==> config.mk <==
export PLATFORM = sky130hd
export DESIGN_NAME = disp_scan_mux
export DESIGN_NICKNAME = d
export VERILOG_FILES = /design/src/rtl/disp_scan_mux.sv
export SDC_FILE = /design/constraint.sdc
export NUM_CORES = 1
export LEC_CHECK = 0
export ABC_AREA = 1
export CELL_PAD_IN_SITES_DETAIL_PLACEMENT = 1
export CELL_PAD_IN_SITES_GLOBAL_PLACEMENT = 1
export CORE_MARGIN = 2
export CORE_UTILIZATION = 44
export DETAILED_ROUTE_END_ITERATION = 8
export GPL_TIMING_DRIVEN = 0
export PLACE_DENSITY_LB_ADDON = 0.1
export SYNTH_ARGS = -nofsm -noshare
export SYNTH_HDL_FRONTEND = slang
export SYNTH_SLANG_ARGS = --single-unit
==> constraint.sdc <==
create_clock -name clk_i -period 2.05 [get_ports clk_i]
set_clock_uncertainty 0.05 [all_clocks]
set_input_delay 0.41 -clock clk_i [delete_from_list [all_inputs] [get_ports clk_i]]
set_output_delay 0.41 -clock clk_i [all_outputs]
set_load 0.02 [all_outputs]
==> src/rtl/disp_scan_mux.sv <==
// ---------------------------------------------------------------------------
// disp_scan_mux
//
// Time-multiplexed scanner for a bank of common-anode 7-segment digits.
// A shadow register captures valor_i on carga_i so the displayed value stays
// stable while the source changes. A prescaler advances the digit index once
// every PRESCALE cycles. The selected nibble and its anode enable are then
// presented on registered outputs. Optional leading-zero blanking keeps the
// anodes of blank digits inactive. Digit 0 is never blanked.
//
// Ports
//   clk_i          : system clock, rising edge
//   rst_n_i        : asynchronous active-low reset
//   valor_i        : value to display, nibble k = digit k (digit 0 rightmost)
//   carga_i        : load strobe, valor_i -> shadow on every edge it is 1
//   habilita_i     : scan enable, 0 freezes the scan and blanks all anodes
//   blank_ceros_i  : 1 = suppress leading zeros
//   digito_o       : nibble of the selected digit (to the hex decoder)
//   anodos_o       : one-hot digit enable, polarity set by ANODE_ACT_LOW
//   tick_o         : one-cycle pulse on each digit advance
//
// Handshake: there is no valid/ready pair. carga_i is a level-sampled strobe.
// The captured value is seen on the outputs one edge after the capture edge.
// ---------------------------------------------------------------------------
module disp_scan_mux #(
  parameter int NUM_DIGITS    = 4,
  parameter int PRESCALE      = 50000,
  parameter bit ANODE_ACT_LOW = 1'b1
) (
  input  logic                    clk_i,
  input  logic                    rst_n_i,
  input  logic [4*NUM_DIGITS-1:0] valor_i,
  input  logic                    carga_i,
  input  logic                    habilita_i,
  input  logic                    blank_ceros_i,
  output logic [3:0]              digito_o,
  output logic [NUM_DIGITS-1:0]   anodos_o,
  output logic                    tick_o
);

  localparam int CW = $clog2(PRESCALE);
  localparam int IW = $clog2(NUM_DIGITS);

  localparam logic [CW-1:0]         CNT_LAST = CW'(PRESCALE - 1);
  localparam logic [IW-1:0]         IDX_LAST = IW'(NUM_DIGITS - 1);
  localparam logic [NUM_DIGITS-1:0] AN_OFF   = {NUM_DIGITS{ANODE_ACT_LOW}};

  logic [4*NUM_DIGITS-1:0] shadow_q, shadow_d;
  logic [CW-1:0]           cnt_q, cnt_d;
  logic [IW-1:0]           idx_q, idx_d;
  logic                    tick_q, tick_d;
  logic [3:0]              digito_q, digito_d;
  logic [NUM_DIGITS-1:0]   anodos_q, anodos_d;

  logic [NUM_DIGITS-1:0]   onehot;
  logic [NUM_DIGITS-1:0]   blank_vec;
  logic                    zero_run;
  logic                    sel_blank;
  logic [3:0]              nib_sel;

  // Digit selection and leading-zero detection. Walking from the most
  // significant digit down, zero_run stays 1 while every nibble seen so far
  // is zero. So blank_vec[k] marks digits whose nibbles k..top are all zero.
  always_comb begin
    nib_sel   = 4'h0;
    onehot    = '0;
    blank_vec = '0;
    zero_run  = 1'b1;
    for (int k = NUM_DIGITS - 1; k >= 0; k--) begin
      zero_run = zero_run & (shadow_q[4*k +: 4] == 4'h0);
      if (k != 0) begin
        blank_vec[k] = blank_ceros_i & zero_run;
      end
      if (idx_q == IW'(k)) begin
        nib_sel   = shadow_q[4*k +: 4];
        onehot[k] = 1'b1;
      end
    end
    sel_blank = |(blank_vec & onehot);
  end

  // Next-state logic. Outputs use the current idx and shadow values, so the
  // outputs lag both by one cycle.
  always_comb begin
    shadow_d = carga_i ? valor_i : shadow_q;
    cnt_d    = cnt_q;
    idx_d    = idx_q;
    tick_d   = 1'b0;
    if (habilita_i) begin
      if (cnt_q == CNT_LAST) begin
        cnt_d  = '0;
        idx_d  = (idx_q == IDX_LAST) ? '0 : idx_q + 1'b1;
        tick_d = 1'b1;
      end else begin
        cnt_d  = cnt_q + 1'b1;
      end
    end
    digito_d = nib_sel;
    if (habilita_i && !sel_blank) begin
      anodos_d = ANODE_ACT_LOW ? ~onehot : onehot;
    end else begin
      anodos_d = AN_OFF;
    end
  end

  always_ff @(posedge clk_i or negedge rst_n_i) begin
    if (!rst_n_i) begin
      shadow_q <= '0;
      cnt_q    <= '0;
      idx_q    <= '0;
      tick_q   <= 1'b0;
      digito_q <= 4'h0;
      anodos_q <= AN_OFF;
    end else begin
      shadow_q <= shadow_d;
      cnt_q    <= cnt_d;
      idx_q    <= idx_d;
      tick_q   <= tick_d;
      digito_q <= digito_d;
      anodos_q <= anodos_d;
    end
  end

  assign digito_o = digito_q;
  assign anodos_o = anodos_q;
  assign tick_o   = tick_q;

endmodule

==> summary.md, run 1 <==
| Metric | Value |
|---|---|
| Outcome | finished clean |
| Sw frac | 36.9% |
| Clock share of power | 23.5% |
| CTS tree | yes |
| Root Driver | clkbuf_8 |
| Slew @ Worst Pin | 471 ps |
| Top cell type's share of synthesized area | 43.6% |
| Post-Syn Area | 0.00224 mm^2 |
| Worst VDD drop | 0.444 mV |
| Crit path time final | 1900 ps |
| TNS Setup | 0 ps |
| CP max-delay cell | clkdlybuf4s50_1 |
| Final Util | 56.1% |
| Final Max Slew Viols | 0 |
| Clock insertion delay at the later pin of the skew report | 300 ps |
| Antenna violations before repair | 0 |
| Psw | 838 uW |
| Die area | 0.00568 mm^2 |
| Critical path class | reg -> out |
| Post-synthesis cell count | 274 |
| Leakage | 1.30 nW |
| DR vias | 1918 |
| Fin cells | 378 |
| Sequential Power Share | 47.6% |
| Top delay family on crit path | buffers and inverters |
| Routed len/inst | 14.7 um |
| Placeable Area | 0.00482 mm^2 |
| Final Hold Slack | 423 ps |
| Vias per cell | 5.07 |
| Final worst setup slack | 153 ps |
| Commonest non-fill, non-tap cell in the layout | nand2_1 |
| Worst-path maximum fanout | 1 |
| Number of CTS-inserted buffers | 5 |
| Fin area | 0.00270 mm^2 |
| Die span in y | 75.3 um |
| Pre-Repair DR Iteration Count | 4 |
| Worst hold path class | in -> reg |
| Io pins | 30 |
| Met3 wire len | 185 um |
| Worst EP required | 1590 ps |
| Largest net degree at the start of global routing | 31 |
| Pre-CTS setup slack | 407 ps |
| Total Routing Usage GR | 21.8% |
| Final-stage net count | 336 |
| H-tree depth | 2 |
| CTS Buffer Depth | 2 |
| Drt total wl | 5570 um |
| Yosys top cell by area | dfrtp_1 |
| Most frequent cells in the layout | 57 x nand2_1, 41 x inv_1, 39 x dfrtp_1 |
| Cell Rows | 25 |
| Wire length on met2 | 2530 um |
| Clock transition at path regs | 90 ps |
| Vias in the first global route | 1932 |
| Placed cell count | 369 |
| Yosys cell types | 29 |
| Critical path's largest stage delay | 620 ps |
| Global placer's final weighted congestion | 0.898 |
| Power share of the combinational group | 29.0% |
| Yosys warnings | 0 |
| Final setup vio count | 0 |
| M1 WL | 2780 um |
| CP Launch Type | flop |
| Internal | 1.44 mW |
| Syn Area/Cell | 8.17 um^2 |
| Port-buffer cells | 27 |
| Overall Power | 2.27 mW |
| Crit path capture type | output pin |
| Num Clock Sinks | 43 |
| Initial core utilization | 46.5% |
| Top post-synthesis cells by area | dfrtp_1 44%, nand2_1 9.6%, nand3_1 7.2% |
| # DRC | 0 |
| Critical path buffer and inverter count | 1 |
| Drt initial violations | 100 |
| Uppermost layer routed | met4 |
| Die span in x | 75.3 um |
| F_max | 527 MHz |
| Critical path cell sequence | clkdlybuf4s50_1 |
| Share of cells above drive strength 1 | 11.9% |
| Antenna viol nets, final | 0 |
| CP arrival | 1440 ps |
| DP Area | 0.00261 mm^2 |
| Synthesized flop and latch total | 43 |
| RSZ-0062 raised after global routing | false |
| Rel. slew slack | 68.6% |
| Post-Syn Nets | 300 |
| Final critical-path share of the clock period | 92.5% |
| Remaining Overflow, GRT | 0 |
| Fin. Hold Viols | 0 |
| N_diodes | 0 |
| Sequential area share after synthesis | 48.3% |
| Layout overhead on the synthesized area | 20.7% |
| Pwr Density | 841 mW/mm^2 |
| First-pass GRT wire length | 9260 um |
| Number of max-cap violations | 0 |
| Placed wire-length estimate | 4260 um |
## Yosys cell counts
cell type  number
inv_2           3
mux2_2          4
inv_1          41
nor3_2          1
ha_1            5
o21ai_0        20
buf_4           2
nand2_2         1
nand3_1        32
nand3_2         1
nor2_8          1
o211ai_1        7
nor2_4          3
nand2_1        57
buf_2           1
clkbuf_1        2
xor2_1          2
a21oi_1         1
o21ai_1         2
or2_2           1
nand3b_1        1
nor3_1          3
nand4_1         8
dfrtp_1        39
nor2_1         25
nand2_4         1
buf_1           1
nor2_2          5
dfstp_2         4
## per-layer routing
layer	track usage, %	vias to the layer above
met1	31.8	930
met5	0	-
li1	-	948
met4	4.87	0
met3	4.63	7
met2	33.6	33
## worst min-delay path: stages
cell and delay, ps:
buf_4 160, nand3_1 90, o21ai_0 70
## area by class of cell
class	instances	area [um^2]
plain buffers	6	31.3
clock buffers	6	72.6
multi-input cells	181	962
fillers	601	2110
flip-flops and latches	43	1080
inverters	44	165
repair buffers	29	295
clock inverters	2	12.5
well taps	67	83.8
## worst paths after layout
kind,from,end,slack (ps),depth (start not counted)
hold / removal,habilita_i,cnt_q[11]$_DFFE_PN0P_,420,3
max in group asynchronous,rst_n_i,anodos_o[2]$_DFF_PN1_,880,3
min in group asynchronous,rst_n_i,cnt_q[14]$_DFFE_PN0P_,510,2
setup / recovery,anodos_o[3]$_DFF_PN1_,anodos_o[3],150,1
hold reg to reg,shadow_q[6]$_DFFE_PN0P_,shadow_q[6]$_DFFE_PN0P_,460,1
setup reg to reg,idx_q[1]$_DFFE_PN0P_,anodos_o[0]$_DFF_PN1_,380,10
## power by group through the flow
stage | clock (mW) | sequential, mW | combinational, mW
floorplan | 0 | 1.08 | 0.458
CTS | 0.547 | 1.08 | 0.663
global route | 0.573 | 1.10 | 0.750
global placement | 0 | 1.09 | 0.629
finish | 0.534 | 1.08 | 0.659
detailed placement | 0 | 1.10 | 0.656
## sequential cells by signal, summed over array words and instances (netlist names)
register	flops
anodos_o	4
shadow_q	16
idx_q	2
cnt_q	16
tick_o	1
digito_o	4
## kinds of logic (layout without fill, tap and decap cells)
family	after synthesis	count (layout)	synth area share, %
buf+inv	50	87	8.77
mux	4	4	2.01
simple gates	140	140	29.9
flops	43	43	48.3
xor+xnor	2	2	0.782
compound gates	30	30	7.49
fa+ha+maj	5	5	2.79
## timing repair
action	4_1_cts	5_1_grt
hold buffers	1	0
buffers inserted	0	0
hold endpoints to repair	10	0
resized for setup	0	0
No activity file was read; power rests on OpenSTA's default activity.
==> inputs of run 2 (changes only) <==
--- a/config.mk
+++ b/config.mk
@@ -13,6 +13,7 @@
 export DETAILED_ROUTE_END_ITERATION = 8
 export GPL_TIMING_DRIVEN = 0
 export PLACE_DENSITY_LB_ADDON = 0.1
+export SKIP_LAST_GASP = 1
 export SYNTH_ARGS = -nofsm -noshare
 export SYNTH_HDL_FRONTEND = slang
 export SYNTH_SLANG_ARGS = --single-unit
==> results of run 2 <==
No change in the layout: final DEF, timing and power equal those of run 1.
==> inputs of run 3 (changes only) <==
--- a/config.mk
+++ b/config.mk
@@ -8,7 +8,6 @@
 export ABC_AREA = 1
 export CELL_PAD_IN_SITES_DETAIL_PLACEMENT = 1
 export CELL_PAD_IN_SITES_GLOBAL_PLACEMENT = 1
-export CORE_MARGIN = 2
 export CORE_UTILIZATION = 44
 export DETAILED_ROUTE_END_ITERATION = 8
 export GPL_TIMING_DRIVEN = 0
==> summary.md, run 3 (synthesis gave the netlist of run 1 again) <==
| Metric | Value |
|---|---|
| Fin cells | 378 (unchanged) |
| Placeable Area | 0.00482 mm^2 (unchanged) |
| RSZ-0062 raised after global routing | false |
| Cell Rows | 25 (unchanged) |
| Vias in the first global route | 2015 (+4.3%) |
| Port-buffer cells | 27 (unchanged) |
| Final critical-path share of the clock period | 91.9% (-0.67 points) |
| Routing usage on met1 | 34.4% (+2.6 points) |
| Commonest non-fill, non-tap cell in the layout | nand2_1 |
| Area of the multi-input gates | 962 um^2 (unchanged) |
| N_diodes | 0 (unchanged) |
| Die span in y | 73.3 um (-2.7%) |
| Num Clock Sinks | 43 (unchanged) |
| CP arrival | 1420 ps (-20 ps) |
| DP Area | 0.00261 mm^2 (unchanged) |
| Rel. slew slack | 69.2% (+0.55 points) |
| CP Launch Type | flop |
| Leakage | 1.32 nW (+1.5%) |
| F_max | 531 MHz (+0.73%) |
| Antenna viol nets, final | 0 (unchanged) |
| Critical path's largest stage delay | 600 ps (-20 ps) |
| Placed cell count | 369 (unchanged) |
| Die span in x | 73.3 um (-2.7%) |
| Number of max-cap violations | 0 (unchanged) |
| Critical path buffer and inverter count | 1 (unchanged) |
| Pwr Density | 889 mW/mm^2 (+5.7%) |
| Worst EP required | 1590 ps (about the same) |
| Crit path capture type | output pin |
| Most frequent cells in the layout | 57 x nand2_1, 41 x inv_1, 39 x dfrtp_1 |
| # DRC | 0 (unchanged) |
| Sw frac | 34.5% (-2.3 points) |
| Worst-path maximum fanout | 1 (unchanged) |
| Final setup vio count | 0 (unchanged) |
| Internal | 1.59 mW (+11%) |
| Number of CTS-inserted buffers | 5 (unchanged) |
| Crit path time final | 1880 ps (-13.7 ps) |
| Clock share of power | 28.6% (+5.1 points) |
| Largest net degree at the start of global routing | 30 (-3.2%) |
| Vias per cell | 5.12 (+0.83%) |
| Critical path cell sequence | clkdlybuf4s50_1 |
| Antenna violations before repair | 0 (unchanged) |
| CTS Buffer Depth | 2 (unchanged) |
| Power share of the combinational group | 26.8% (-2.2 points) |
| Global placer's final weighted congestion | 0.870 (-3.2%) |
| Worst hold path class | in -> reg |
| H-tree depth | 2 (unchanged) |
| Critical path class | reg -> out |
| Sequential Power Share | 44.6% (-3.0 points) |
| Fin. Hold Viols | 0 (unchanged) |
| Layout overhead on the synthesized area | 22.2% |
| Initial core utilization | 46.5% (unchanged) |
| Top delay family on crit path | buffers and inverters |
| Placed wire-length estimate | 4150 um (-2.8%) |
| Clock transition at path regs | 80 ps (about the same) |
| Register area | 0.00108 mm^2 (unchanged) |
| Share of cells above drive strength 1 | 12.2% (+0.32 points) |
| Psw | 840 uW (+0.16%) |
| Routed len/inst | 14.4 um (-2.5%) |
| Drt total wl | 5430 um (-2.5%) |
| Postcts setup bufs | 0 (unchanged) |
| Slew @ Worst Pin | 462 ps (-8.25 ps) |
| Total Routing Usage GR | 23.5% (+1.7 points) |
| Worst VDD drop | 0.519 mV (+17%) |
| Final Util | 56.8% (+0.68 points) |
| Fin area | 0.00274 mm^2 (+1.2%) |
| CTS tree | yes |
| Met2 GRT Util | 36.0% (+2.4 points) |
| Biggest regs | cnt_q: 16 flops, shadow_q: 16 flops |
| DR vias | 1934 (+0.83%) |
| Pre-Repair DR Iteration Count | 4 (unchanged) |
| Fillers | 609 (+1.3%) |
| CP max-delay cell | clkdlybuf4s50_1 |
| Root Driver | clkbuf_8 |
| First-pass GRT wire length | 9590 um (+3.6%) |
| Final-stage net count | 336 (unchanged) |
| Outcome | finished clean |
| Clock insertion delay at the later pin of the skew report | 300 ps (about the same) |
| Global routing met3 resource utilization | 4.94% (+0.31 points) |
| GRT busiest layer | met2 |
| Remaining Overflow, GRT | 0 (unchanged) |
| Io pins | 30 (unchanged) |
| Die area | 0.00538 mm^2 (-5.2%) |
| Final Max Slew Viols | 0 (unchanged) |
| Drt initial violations | 164 (+64%) |
run 3: cell count changes in the layout (fill, tap and decap cells not counted):
cell,change
clkbuf_8,+1
clkbuf_1,-1
bufinv_16,+1
clkinvlp_4,-1
run 3: layout make-up:
| cell class | count | area share [%] |
|---|---|---|
| Sequential cell | 43 | 39.5 |
| Multi-Input combinational cell | 181 | 35.2 |
| Timing Repair Buffer | 29 | 10.8 |
| Inverter | 44 | 6.04 |
| Tap cell | 67 | 3.06 |
| Clock buffer | 6 | 3.02 |
| Clock inverter | 2 | 1.28 |
| Buffer | 6 | 1.14 |
run 3: timing repair:
| item | 4_1_cts | 5_1_grt |
|---|---|---|
| hold endpoints to repair | 10 | 0 |
| resized for setup | 0 | 0 |
| hold buffers | 1 | 0 |
run 3: metrics by stage:
step | setup WS, ps | setup TNS [ps] | power, mW | hold slack (ps)
floorplan | 743 | 0 | 1.54 | 64.4
global placement | -678 | -27250 | 1.72 | 449
detailed placement | 432 | 0 | 1.75 | 297
CTS | 151 | 0 | 2.45 | 408
global route | 126 | 0 | 2.60 | 435
finish | 167 | 0 | 2.43 | 409
run 3: routing by layer:
metal	up-vias	part of all wire [%]
met5	-	0
met4	0	0.88
met3	5	3.8
met2	38	46
met1	943	49
li1	948	-
run 3: power groups by stage:
stage | clock [mW] | sequential (mW) | combinational [mW]
finish | 0.695 | 1.08 | 0.652
global route | 0.742 | 1.11 | 0.750
CTS | 0.708 | 1.09 | 0.661
detailed placement | 0 | 1.10 | 0.655
global placement | 0 | 1.09 | 0.629
floorplan | 0 | 1.08 | 0.458
run 3: path summary, 6_finish.rpt:
kind / from / end / slack [ps] / cells after the start
worst min register to register: shadow_q[6]$_DFFE_PN0P_ / shadow_q[6]$_DFFE_PN0P_ / 480 / 1
worst max-delay path: anodos_o[2]$_DFF_PN1_ / anodos_o[2] / 170 / 1
worst min-delay path: carga_i / shadow_q[1]$_DFFE_PN0P_ / 410 / 2
max in group asynchronous: rst_n_i / idx_q[0]$_DFFE_PN0P_ / 960 / 3
min in group asynchronous: rst_n_i / cnt_q[14]$_DFFE_PN0P_ / 510 / 2
worst max register to register: idx_q[1]$_DFFE_PN0P_ / anodos_o[1]$_DFF_PN1_ / 400 / 10
